[config.mk]
export PLATFORM = sky130hd
export DESIGN_NAME = xnor_prbs_engine
export DESIGN_NICKNAME = d
export VERILOG_FILES = /design/src/rtl/xnor_prbs_pkg.sv /design/src/rtl/xnor_lfsr_core.sv /design/src/rtl/xnor_prbs_engine.sv
export SDC_FILE = /design/constraint.sdc
export NUM_CORES = 1
export LEC_CHECK = 0
export ABC_CLOCK_PERIOD_IN_PS = 2550
export BUFFER_PORTS_ARGS = -buffer_cell sky130_fd_sc_hd__buf_2
export CAP_MARGIN = 20
export CORE_ASPECT_RATIO = 1.2
export CORE_MARGIN = 8
export CORE_UTILIZATION = 56
export DETAILED_ROUTE_END_ITERATION = 16
export PLACE_DENSITY = 0.79
export SETUP_SLACK_MARGIN = 0.1
export SLEW_MARGIN = 25
export SYNTH_ARGS = -nofsm -noshare
export SYNTH_HDL_FRONTEND = slang
export SYNTH_SLANG_ARGS = --single-unit
[constraint.sdc]
create_clock -name clk -period 2.55 [get_ports clk]
set_clock_uncertainty 0.15 [all_clocks]
set_input_delay 0.1275 -clock clk [delete_from_list [all_inputs] [get_ports clk]]
set_output_delay 0.1275 -clock clk [all_outputs]
set_load 0.02 [all_outputs]
[src/rtl/xnor_prbs_pkg.sv]
// rtl/xnor_prbs_pkg.sv - shared types and default tap masks for the XNOR PRBS engine
//
// Purpose : checker FSM state encoding and maximal-length XNOR tap masks for
//           LFSR lengths 3..32.
//           A tap mask has bit i set when state[i] feeds the feedback XNOR.
// Ports   : none (package)

package xnor_prbs_pkg;

  typedef enum logic [1:0] {
    HUNT = 2'd0,
    SYNC = 2'd1,
    LOCK = 2'd2
  } prbs_state_e;

  // Maximal-length polynomials. Each mask bit (k-1) corresponds to the
  // polynomial term x^k. For example, x^7 + x^6 + 1 gives the mask 7'h60.
  function automatic logic [31:0] default_taps(input int width);
    case (width)
      3:       return 32'h0000_0006;
      4:       return 32'h0000_000C;
      5:       return 32'h0000_0014;
      6:       return 32'h0000_0030;
      7:       return 32'h0000_0060;
      8:       return 32'h0000_00B8;
      9:       return 32'h0000_0110;
      10:      return 32'h0000_0240;
      11:      return 32'h0000_0500;
      12:      return 32'h0000_0829;
      13:      return 32'h0000_100D;
      14:      return 32'h0000_2015;
      15:      return 32'h0000_6000;
      16:      return 32'h0000_D008;
      17:      return 32'h0001_2000;
      18:      return 32'h0002_0400;
      19:      return 32'h0004_0023;
      20:      return 32'h0009_0000;
      21:      return 32'h0014_0000;
      22:      return 32'h0030_0000;
      23:      return 32'h0042_0000;
      24:      return 32'h00E1_0000;
      25:      return 32'h0120_0000;
      26:      return 32'h0200_0023;
      27:      return 32'h0400_0013;
      28:      return 32'h0900_0000;
      29:      return 32'h1400_0000;
      30:      return 32'h2000_0029;
      31:      return 32'h4800_0000;
      32:      return 32'h8020_0003;
      default: return 32'h0000_0000;
    endcase
  endfunction

endpackage

[src/rtl/xnor_lfsr_core.sv]
// rtl/xnor_lfsr_core.sv - XNOR-feedback Fibonacci LFSR register with seed load
//
// Purpose : holds the LFSR state and computes the XNOR feedback bit.
//           On each shift, the register takes either the feedback bit or the
//           external serial bit.
//           Loading the lockup seed (all ones) is replaced by all zeros.
// Ports   : clk       in  clock, rising edge
//           rst       in  asynchronous active-high reset (state -> 0)
//           load_i    in  load seed_i; has priority over shift_i
//           seed_i    in  WIDTH seed value
//           shift_i   in  advance the register by one bit
//           sel_din_i in  1 = shift in din_i, 0 = shift in feedback
//           din_i     in  external serial bit
//           fb_o      out XNOR feedback of the current state

module xnor_lfsr_core #(
  parameter int               WIDTH = 7,
  parameter logic [WIDTH-1:0] TAPS  = 7'h60
) (
  input  logic             clk,
  input  logic             rst,
  input  logic             load_i,
  input  logic [WIDTH-1:0] seed_i,
  input  logic             shift_i,
  input  logic             sel_din_i,
  input  logic             din_i,
  output logic             fb_o
);

  logic [WIDTH-1:0] state_q;
  logic [WIDTH-1:0] state_d;
  logic             shift_bit;

  // With XNOR feedback the all-zeros state is legal, and all ones is the stuck state.
  assign fb_o      = ~(^(state_q & TAPS));
  assign shift_bit = sel_din_i ? din_i : fb_o;

  always_comb begin
    state_d = state_q;
    if (load_i) begin
      state_d = (seed_i == {WIDTH{1'b1}}) ? '0 : seed_i;
    end else if (shift_i) begin
      state_d = {state_q[WIDTH-2:0], shift_bit};
    end
  end

  always_ff @(posedge clk or posedge rst) begin
    if (rst) begin
      state_q <= '0;
    end else begin
      state_q <= state_d;
    end
  end

endmodule

[src/rtl/xnor_prbs_engine.sv]
// rtl/xnor_prbs_engine.sv - XNOR LFSR PRBS generator / self-synchronising checker
//
// Purpose : mode=0 produces a serial PRBS on dout.
//           mode=1 hunts and synchronises to din, then locks, and then counts
//           bit errors against a free-running prediction.
// Ports   : clk      in  clock, rising edge
//           rst      in  asynchronous active-high reset
//           en       in  bit-advance enable
//           mode     in  0 = generate, 1 = check (sampled when en=1)
//           load     in  synchronous seed load, priority over en
//           seed     in  WIDTH seed value
//           din      in  serial data under check
//           dout     out generated serial bit
//           dout_vld out dout valid (one cycle after a generate en cycle)
//           locked   out checker FSM is in LOCK
//           err      out one-cycle pulse on a mismatch while locked
//           err_cnt  out saturating mismatch count
//           err_sat  out err_cnt has reached all ones

module xnor_prbs_engine
  import xnor_prbs_pkg::*;
#(
  parameter int               WIDTH    = 7,
  parameter logic [WIDTH-1:0] TAPS     = WIDTH'(default_taps(WIDTH)),
  parameter int               CNT_W    = 16,
  parameter int               LOCK_CNT = 16,
  parameter int               LOSS_CNT = 4
) (
  input  logic             clk,
  input  logic             rst,
  input  logic             en,
  input  logic             mode,
  input  logic             load,
  input  logic [WIDTH-1:0] seed,
  input  logic             din,
  output logic             dout,
  output logic             dout_vld,
  output logic             locked,
  output logic             err,
  output logic [CNT_W-1:0] err_cnt,
  output logic             err_sat
);

  // A single sequence counter is enough. Each FSM state uses only one of these
  // counts: fill (HUNT), match (SYNC), or loss (LOCK).
  localparam int SEQ_MAX = (WIDTH > LOCK_CNT) ?
                           ((WIDTH > LOSS_CNT) ? WIDTH : LOSS_CNT) :
                           ((LOCK_CNT > LOSS_CNT) ? LOCK_CNT : LOSS_CNT);
  localparam int SEQ_W   = $clog2(SEQ_MAX + 1);

  localparam logic [SEQ_W-1:0] FILL_LAST  = SEQ_W'(WIDTH - 1);
  localparam logic [SEQ_W-1:0] MATCH_LAST = SEQ_W'(LOCK_CNT - 1);
  localparam logic [SEQ_W-1:0] LOSS_LAST  = SEQ_W'(LOSS_CNT - 1);
  localparam logic [CNT_W-1:0] ERR_MAX    = '1;

  prbs_state_e      fsm_q,     fsm_d;
  logic [SEQ_W-1:0] seq_cnt_q, seq_cnt_d;
  logic             dout_q,    dout_d;
  logic             dout_vld_q, dout_vld_d;
  logic             err_q,     err_d;
  logic [CNT_W-1:0] err_cnt_q, err_cnt_d;
  logic             err_sat_q, err_sat_d;

  logic fb;
  logic sel_din;
  logic mismatch;

  // While hunting or syncing, the register follows the line.
  // Once locked, it free-runs so that line errors do not corrupt the prediction.
  assign sel_din  = mode && (fsm_q != LOCK);
  assign mismatch = (din != fb);

  xnor_lfsr_core #(
    .WIDTH (WIDTH),
    .TAPS  (TAPS)
  ) u_core (
    .clk       (clk),
    .rst       (rst),
    .load_i    (load),
    .seed_i    (seed),
    .shift_i   (en),
    .sel_din_i (sel_din),
    .din_i     (din),
    .fb_o      (fb)
  );

  always_comb begin
    fsm_d      = fsm_q;
    seq_cnt_d  = seq_cnt_q;
    dout_d     = dout_q;
    dout_vld_d = 1'b0;
    err_d      = 1'b0;
    err_cnt_d  = err_cnt_q;
    err_sat_d  = err_sat_q;

    if (load) begin
      fsm_d     = HUNT;
      seq_cnt_d = '0;
      err_cnt_d = '0;
      err_sat_d = 1'b0;
    end else if (en) begin
      if (!mode) begin
        // The checker is parked in HUNT while generating.
        // Switching back to check mode therefore always restarts acquisition.
        dout_d     = fb;
        dout_vld_d = 1'b1;
        fsm_d      = HUNT;
        seq_cnt_d  = '0;
      end else begin
        case (fsm_q)
          HUNT: begin
            if (seq_cnt_q == FILL_LAST) begin
              fsm_d     = SYNC;
              seq_cnt_d = '0;
            end else begin
              seq_cnt_d = seq_cnt_q + 1'b1;
            end
          end
          SYNC: begin
            if (mismatch) begin
              seq_cnt_d = '0;
            end else if (seq_cnt_q == MATCH_LAST) begin
              fsm_d     = LOCK;
              seq_cnt_d = '0;
            end else begin
              seq_cnt_d = seq_cnt_q + 1'b1;
            end
          end
          LOCK: begin
            if (mismatch) begin
              err_d = 1'b1;
              if (err_cnt_q != ERR_MAX) begin
                err_cnt_d = err_cnt_q + 1'b1;
              end
              err_sat_d = (err_cnt_d == ERR_MAX);
              if (seq_cnt_q == LOSS_LAST) begin
                fsm_d     = HUNT;
                seq_cnt_d = '0;
              end else begin
                seq_cnt_d = seq_cnt_q + 1'b1;
              end
            end else begin
              seq_cnt_d = '0;
            end
          end
          default: begin
            fsm_d     = HUNT;
            seq_cnt_d = '0;
          end
        endcase
      end
    end
  end

  always_ff @(posedge clk or posedge rst) begin
    if (rst) begin
      fsm_q      <= HUNT;
      seq_cnt_q  <= '0;
      dout_q     <= 1'b0;
      dout_vld_q <= 1'b0;
      err_q      <= 1'b0;
      err_cnt_q  <= '0;
      err_sat_q  <= 1'b0;
    end else begin
      fsm_q      <= fsm_d;
      seq_cnt_q  <= seq_cnt_d;
      dout_q     <= dout_d;
      dout_vld_q <= dout_vld_d;
      err_q      <= err_d;
      err_cnt_q  <= err_cnt_d;
      err_sat_q  <= err_sat_d;
    end
  end

  assign dout     = dout_q;
  assign dout_vld = dout_vld_q;
  assign locked   = (fsm_q == LOCK);
  assign err      = err_q;
  assign err_cnt  = err_cnt_q;
  assign err_sat  = err_sat_q;

endmodule

==> results of run 1 <==
[final cells by class]
| type | count | area, µm² |
|---|---|---|
| fill | 292 | 1110 |
| multi-input combinational | 180 | 1120 |
| sequential | 34 | 851 |
| clock inverter | 3 | 40.0 |
| inverter | 8 | 30.0 |
| timing repair buffer | 49 | 300 |
| clock buffer | 5 | 68.8 |
| tap | 39 | 48.8 |
[worst min-delay path, delay by kind of cell]
| kind | cells | cell delay, ns |
|---|---|---|
| AOI/OAI and AO/OA | 2 | 0.18 |
| buffers and inverters | 1 | 0.09 |
[cells in the mapped netlist (3+ instances only)]
master	instances	area share, %
nand4_1	8	2.4
inv_1	8	1.5
nor2b_1	4	1.2
nand2_1	28	5.1
ha_1	5	3.1
dfrtp_1	34	42
nand2b_1	5	1.5
nor3b_1	3	1.1
nor3_1	10	2.4
nor2_1	28	5.1
xnor2_1	4	1.7
o21ai_0	9	2.2
mux2i_1	7	3.4
clkbuf_1	7	1.3
and3_1	3	0.92
a21oi_1	11	2.7
nand3_1	13	3.2
o211ai_1	3	1.1
o22ai_1	3	0.92
xor2_1	9	3.9
[kinds of logic (layout without fill, tap and decap cells)]
family / Yosys count / in the layout / synth area share [%]
AOI/OAI and AO/OA: 44 / 44 / 14.7
xor gates and xnor gates: 14 / 14 / 6.78
adders and majority gates: 5 / 5 / 3.06
buffers and inverters: 20 / 65 / 4.46
DFF: 34 / 34 / 41.6
muxes: 8 / 8 / 3.97
and+or+nand+nor: 109 / 109 / 25.5
[where the power goes]
group          switching, mW  internal [mW]
sequential            0.0132          0.559
clock                  0.202          0.288
combinational         0.0712         0.0601
[registers in the layout, indices dropped and copies added (netlist names)]
signal	flops
dout	1
err_cnt	16
dout_vld	1
err	1
seq_cnt_q	5
err_sat	1
fsm_q	2
u_core.state_q	7
[final timing paths]
check,from,endpoint,slack [ns],cells after the start
setup / recovery,seq_cnt_q[0],seq_cnt_q[2],0.15,7
hold / removal,seed[5],u_core.state_q[5],-0.002,3
setup reg to reg,seq_cnt_q[0],seq_cnt_q[2],0.15,7
hold reg to reg,u_core.state_q[4],u_core.state_q[4],0.33,2
max in group asynchronous,rst,err_cnt[0],1.20,4
min in group asynchronous,rst,err_cnt[5],0.34,3
[what timing repair did]
| item | CTS | global route |
|---|---|---|
| resized for setup | 1 | 3 |
| hold endpoints to repair | 23 | 0 |
| pin swaps | 0 | 1 |
| setup endpoints to repair | 1 | 10 |
| hold buffers | 6 | 0 |
| setup buffers | 0 | 4 |
[routing by layer]
| layer | vias up | global-route usage [%] |
|---|---|---|
| met5 | - | 0 |
| met3 | 9 | 4.59 |
| met4 | 0 | 4.58 |
| met2 | 51 | 29.2 |
| met1 | 897 | 19.7 |
| li1 | 916 | - |
[stage by stage]
stage	setup WS [ns]	std cells
2_1_floorplan	0.217	234
3_3_place_gp	0.181	300
3_5_place_dp	0.134	300
4_1_cts	0.108	314
5_1_grt	0.0403	318
6_report	0.154	318
==> run summary, run 1 <==
fraction of registers with async set/reset: 100%
WL met3: 254 µm
ant diodes: 0
Tmin final: 2.40 ns
sequential fraction of the synthesis area: 41.6%
# rows: 24
syn nets: 252
critical path's slowest cell: or4b_2
Req. time, crit path: 2.57 ns
Worst Path Arrival: 2.42 ns
port bufs: 33
I/O pin count: 34
DIE HEIGHT: 82.2 µm
Final Cycle Share: 93.9%
CTS tree: yes
number of synthesized flops with an enable pin: 0
total grt overflow: 0
CP max FO: 5
largest net degree at the start of global routing: 33
Slew HR: 52.2%
Routed met2 length: 2.40 mm
synthesized area: 2050 µm²
root buf cell: clkbuf_8
Highest Signal Layer: met4
H-tree Lvls: 2
Mapped Avg Cell Area: 8.75 µm²
Worst-path clk slew: 0.07 ns
Worst Path Buf+Inv: 0
PD cells: 484 nW/µm²
Area growth, synth to finish: 20.4%
Worst-Margin Slew: 0.716 ns
WL per Instance: 14.9 µm
maximum clock rate: 417 MHz
commonest non-fill, non-tap cells in the layout: dfrtp_1, buf_2, nor2_1, nand2_1, nand3_1
maximum buffer depth of the clock tree: 2
Via Count: 1873
Die X-Extent: 71.2 µm
latest clock arrival within the worst-skew pair: 0.28 ns
# nets final: 296
final-report setup violation count: 0
first-pass GRT wire length: 7.96 mm
Final Max Tran Viols: 0
DRT iter0 DRCs: 112
total CTS buffers: 5
vias per cell: 5.89
final core occ: 68.9%
Residual DRC: 0
hold_ws: -0.00167 ns
CP cell instances: ha_4 -> or4b_2 -> nor3b_1 -> a311o_2 -> nand3_2 -> o22ai_1 -> o2bb2ai_1
Crit Path Category: register to register
Routed WL: 4.73 mm
LEAKAGE: 1.12 nW
drt pass-1 iters: 4
failing checks: negative hold slack
Setup crit end kind: register
Routed Antenna Nets: 0
yosys warns: 0
most common cell after layout, fill and taps aside: dfrtp_1
clock sink count: 34
final-report hold violation count: 1
Gate Count Post-Synth: 234
Worst Hold Class: primary input to register
post-route cell area: 2460 µm²
Total GRT Usage: 16.7%
maximum VDD drop: 0.241 mV
GPL Wtd Cong: 0.873
Post-synth top flop: dfrtp_1
DP Area: 2240 µm²
CP delay by family, top: simple AND/OR/NAND/NOR gates
Tot Pwr: 1.19 mW
max_cap viols: 0
fraction of layout cells with a size suffix above 1: 21.9%
Seq cells post-synth: 34
initial antenna violation count: 0
die area: 5850 µm²
Initial Utilization: 57.3%
core area: 3570 µm²
slowest stage delay, CP: 0.60 ns
outcome: finished with violations
vias in the first global route: 1768
setup TNS: 0 ns
post-synth cell types: 45
Met1 Routed Length: 2.02 mm
startpoint types: register
Post-DP HPWL: 3.36 mm
RSZ-0062 raised after global routing: yes
Note: power is estimated with default switching activity, not from simulation.
==> run 2: changes to the inputs <==
CORE_UTILIZATION = 36   (was 56)
PLACE_DENSITY = unset   (was 0.79)
==> run summary, run 2 (synthesis results as in run 1) <==
initial antenna violation count: 0
FF-to-FF End: err_cnt[10]
Setup crit end kind: register
first-pass GRT wire length: 8.45 mm
maximum buffer depth of the clock tree: 2
Routed Antenna Nets: 0
Cell Count, Final, Fillers Out: 344
RSZ-0062 raised after global routing: yes
Slew HR: 55.6%
final-report hold violation count: 0
port bufs: 33
vias per cell: 5.44
# placed instances: 326
Final Cycle Share: 93.3%
DIE HEIGHT: 98.6 µm
Final Max Tran Viols: 0
Post-DP HPWL: 3.54 mm
clock sink count: 34
H-tree Lvls: 2
worst hold start: seed[4]
# nets final: 298
Internal: 0.802 mW
Total GRT Usage: 12.4%
Sw Ratio: 26.3%
most common cell after layout, fill and taps aside: buf_2
RR Startpoint: u_core.state_q[5]
fraction of layout cells with a size suffix above 1: 22.5%
CTS tree: yes
Initial Utilization: 36.6%
I/O pin count: 34
core area: 5590 µm²
Seq pwr share: 52.6%
maximum VDD drop: 0.208 mV
Hold Path End: u_core.state_q[4]
max reg flops: 16
critical path's slowest cell: or3_1
r2r setup slk: 0.17 ns
LEAKAGE: 1.11 nW
setup TNS: 0 ns
total CTS buffers: 5
CP max FO: 8
latest clock arrival within the worst-skew pair: 0.29 ns
die area: 8360 µm²
# rows: 30
PD cells: 436 nW/µm²
Worst-path clk slew: 0.07 ns
drt pass-1 iters: 4
Residual DRC: 0
worst reg2reg path depth: 5
outcome: finished, final reports clean
Tmin final: 2.38 ns
Area growth, synth to finish: 21.9%
Routed WL: 5.08 mm
Req. time, crit path: 2.55 ns
combinational share of power: 12.0%
largest net degree at the start of global routing: 35
Worst-Margin Slew: 0.663 ns
vias in the first global route: 1852
DRT iter0 DRCs: 83
WHS Path Cells: 3
commonest non-fill, non-tap cells in the layout: buf_2, dfrtp_1, nor2_1, nand2_1, nand3_1
ant diodes: 0
hold_ws: 0.00694 ns
max_cap viols: 0
final-report setup violation count: 0
WL per Instance: 14.8 µm
switching pwr: 0.286 mW
Crit Path Category: register to register
GPL Wtd Cong: 0.832
Via Count: 1873
CP cell instances: xor3_2 -> or3_1 -> nor4_1 -> xnor2_1 -> nor2_1
power share of the clock group: 35.5%
slowest stage delay, CP: 0.54 ns
root buf cell: clkbuf_8
Worst Hold Class: primary input to register
startpoint types: register
final core occ: 44.6%
total grt overflow: 0
Worst Path Arrival: 2.38 ns
maximum clock rate: 420 MHz
Die X-Extent: 84.8 µm
-- run 2: worst max-delay path by stage --
stage                            from      endpoint  cells past startpoint  slack [ns]
floorplan                  err_cnt[0]       err_sat                      7        0.22
global placement           err_cnt[0]       err_sat                      7        0.17
detailed placement       seq_cnt_q[1]  seq_cnt_q[2]                      7        0.13
CTS                      seq_cnt_q[1]  seq_cnt_q[2]                      7        0.11
global route               err_cnt[0]       err_sat                      7        0.06
finish              u_core.state_q[5]   err_cnt[10]                      5        0.17
-- run 2: power by group through the flow --
stage / sequential [mW] / clock (mW) / combinational [mW]
final: 0.572 / 0.386 / 0.130
after global routing: 0.575 / 0.417 / 0.146
after CTS: 0.572 / 0.397 / 0.131
after detailed placement: 0.582 / 0 / 0.123
after global placement: 0.581 / 0 / 0.122
after floorplan: 0.588 / 0 / 0.0730
-- run 2: layout make-up --
cell class | count | area [µm²]
fillers | 573 | 3100
multi-input cells | 181 | 1140
flip-flops and latches | 34 | 853
repair buffers | 50 | 310
well taps | 64 | 80.1
clock buffers | 5 | 68.8
inverters | 8 | 30.0
clock inverters | 2 | 10.0
-- run 2: through the flow --
| stage | cell area, µm² | power (mW) | setup slack (ns) |
|---|---|---|---|
| 3_5_place_dp | 2280 | 0.705 | 0.126 |
| 3_3_place_gp | 2280 | 0.703 | 0.165 |
| 2_1_floorplan | 2050 | 0.661 | 0.217 |
| 5_1_grt | 2500 | 1.14 | 0.0562 |
| 6_report | 2500 | 1.09 | 0.170 |
| 4_1_cts | 2430 | 1.10 | 0.109 |
-- run 2: what timing repair did --
| action | in CTS | in global routing |
|---|---|---|
| hold endpoints to repair | 40 | 0 |
| hold buffers | 7 | 0 |
| buffers inserted | 0 | 3 |
| endpoints found under the setup margin | 0 | 11 |
| gates resized for setup | 0 | 7 |
-- run 2: critical path: cells and delay by family (launching register included) --
family | cells | cell delay (ns)
XOR/XNOR | 2 | 0.62
flip-flops | 1 | 0.40
AND/OR/NAND/NOR | 3 | 1.07
-- run 2: metal layers --
metal  vias up  track usage, %  share of wire, %
li1        920               -                 -
met1       903            14.4                45
met2        42            21.6                50
met3         8            3.83               4.0
met4         0            3.30               1.1
met5         -               0                 0
==> run 3: changes to the inputs <==
SYNTH_HIERARCHICAL = 1   (was unset)
==> run summary, run 3 <==
LEAKAGE: 1.14 nW
ant diodes: 0
number of synthesized flops with an enable pin: 0
WL per Instance: 15.0 µm
Setup crit end kind: register
vias in the first global route: 1833
startpoint types: register
Worst Hold Class: primary input to register
combinational share of power: 11.7%
Gate Count Post-Synth: 229
outcome: finished, final reports clean
drt pass-1 iters: 4
total grt overflow: 0
max_cap viols: 0
CTS tree: yes
Tmin final: 2.31 ns
maximum buffer depth of the clock tree: 2
final-report setup violation count: 0
Synth top cells by count: dfrtp_1, nand2_1, nor2_1
clock sink count: 34
die area: 8400 µm²
top post-synthesis cells by area: dfrtp_1, nand2_1, nor2_1
Final Cycle Share: 90.5%
Worst-path clk slew: 0.07 ns
maximum VDD drop: 0.185 mV
synthesized area: 2060 µm²
RSZ-0062 raised after global routing: no
H-tree Lvls: 2
Post-DP HPWL: 3.51 mm
syn nets: 247
Initial Utilization: 36.8%
multi-input logic area: 1170 µm²
fraction of registers with async set/reset: 100%
fraction of layout cells with a size suffix above 1: 21.2%
DIE HEIGHT: 98.8 µm
Internal: 0.912 mW
# rows: 30
post-synth cell types: 50
port bufs: 33
power share of the clock group: 40.6%
yosys warns: 6
Worst-Margin Slew: 0.688 ns
Sw Ratio: 24.9%
fillcell total: 562
DRT iter0 DRCs: 64
FF-to-FF End: err_sat
top-count cell post-synth: dfrtp_1
Seq cells post-synth: 34
Seq pwr share: 47.7%
Seq. cell area: 852 µm²
DP Area: 2290 µm²
final-report hold violation count: 0
first-pass GRT wire length: 8.58 mm
r2r setup slk: 0.24 ns
commonest non-fill, non-tap cells in the layout: dfrtp_1, buf_2, nand2_1
core area: 5590 µm²
worst hold start: seed[0]
setup TNS: 0 ns
sequential fraction of the synthesis area: 41.4%
post-route cell area: 2520 µm²
Worst Path Arrival: 2.33 ns
GPL Wtd Cong: 0.793
# nets final: 295
root buf cell: clkbuf_8
PD cells: 481 nW/µm²
max reg flops: 16
Via Count: 1837
Mapped Avg Cell Area: 8.98 µm²
vias per cell: 5.37
Slew HR: 54.1%
Final Max Tran Viols: 0
Crit Path Category: register to register
RR Startpoint: err_cnt[1]
latest clock arrival within the worst-skew pair: 0.28 ns
final core occ: 45.1%
Total GRT Usage: 12.6%
top cell type's share of synthesized area: 41.4%
Post-synth top flop: dfrtp_1
Routed Antenna Nets: 0
Synth area leader: dfrtp_1
Area growth, synth to finish: 22.7%
hold_ws: 0.00504 ns
CP max FO: 7
worst reg2reg path depth: 7
total CTS buffers: 5
I/O pin count: 34
maximum clock rate: 433 MHz
Req. time, crit path: 2.57 ns
largest net degree at the start of global routing: 40
initial antenna violation count: 0
WHS Path Cells: 3
switching pwr: 0.302 mW
Residual DRC: 0
Hold Path End: u_core/state_q[0]
Routed WL: 5.14 mm
Die X-Extent: 85.0 µm
run 3: through the flow:
step	std cells	total power [mW]	setup slack, ns
6_report	342	1.21	0.243
5_1_grt	342	1.27	0.132
4_1_cts	340	1.23	0.108
3_5_place_dp	324	0.719	0.124
3_3_place_gp	324	0.716	0.217
2_1_floorplan	229	0.675	0.248
run 3: power by group through the flow:
stage / logic (mW) / registers, mW / clock network [mW]
after floorplan: 0.0822 / 0.592 / 0
after detailed placement: 0.130 / 0.589 / 0
after global placement: 0.128 / 0.588 / 0
after global routing: 0.158 / 0.582 / 0.532
final: 0.142 / 0.579 / 0.493
after CTS: 0.139 / 0.578 / 0.509
run 3: cells by family (layout without fill, tap and decap cells):
group	Yosys count	count (layout)	share of synthesized area, %
flops	34	34	41.4
compound gates	35	36	11.6
fa+ha+maj	5	5	3.04
simple gates	113	113	28.2
mux	12	12	6.02
buf+inv	15	63	3.47
xor+xnor	15	15	6.39
run 3: worst max-delay path by stage:
stage | endpoint | slack, ns | cells after the start | startpoint
detailed placement | err_cnt[1] | 0.12 | 7 | u_core/state_q[5]
floorplan | err_sat | 0.25 | 7 | err_cnt[0]
CTS | err_cnt[1] | 0.11 | 7 | u_core/state_q[5]
global route | err_cnt[12] | 0.13 | 7 | err_cnt[1]
global placement | err_cnt[3] | 0.22 | 7 | u_core/state_q[6]
finish | err_sat | 0.24 | 7 | err_cnt[1]
run 3: critical path, cell delays in order, from the launching register on:
cell and delay (ns):
dfrtp_1 0.43, ha_1 0.26, nand3_2 0.18, or4_4 0.48, nor3_2 0.20, mux2_1 0.34
nand4_1 0.09, o21ai_1 0.06
run 3: layout make-up:
cell class	instances	share of cell area, %
multi-input combinational	181	46.3
sequential	34	33.7
timing repair buffer	46	11.2
tap	64	3.17
clock buffer	7	3.02
inverter	9	1.34
clock inverter	1	1.19
run 3: repair_timing:
item                       CTS  global route
hold buffers                 8             0
gates resized for setup      0             6
buffers inserted             0             1
setup endpoints to repair    0            14
hold endpoints to repair    42             0
run 3: metal layers:
metal / GRT usage (%) / routed length, µm / vias up
li1: - / - / 906
met1: 14.8 / 2300 / 888
met2: 20.7 / 2550 / 39
met3: 3.41 / 223 / 4
met4: 6.18 / 63 / 0
met5: 0 / 0 / -
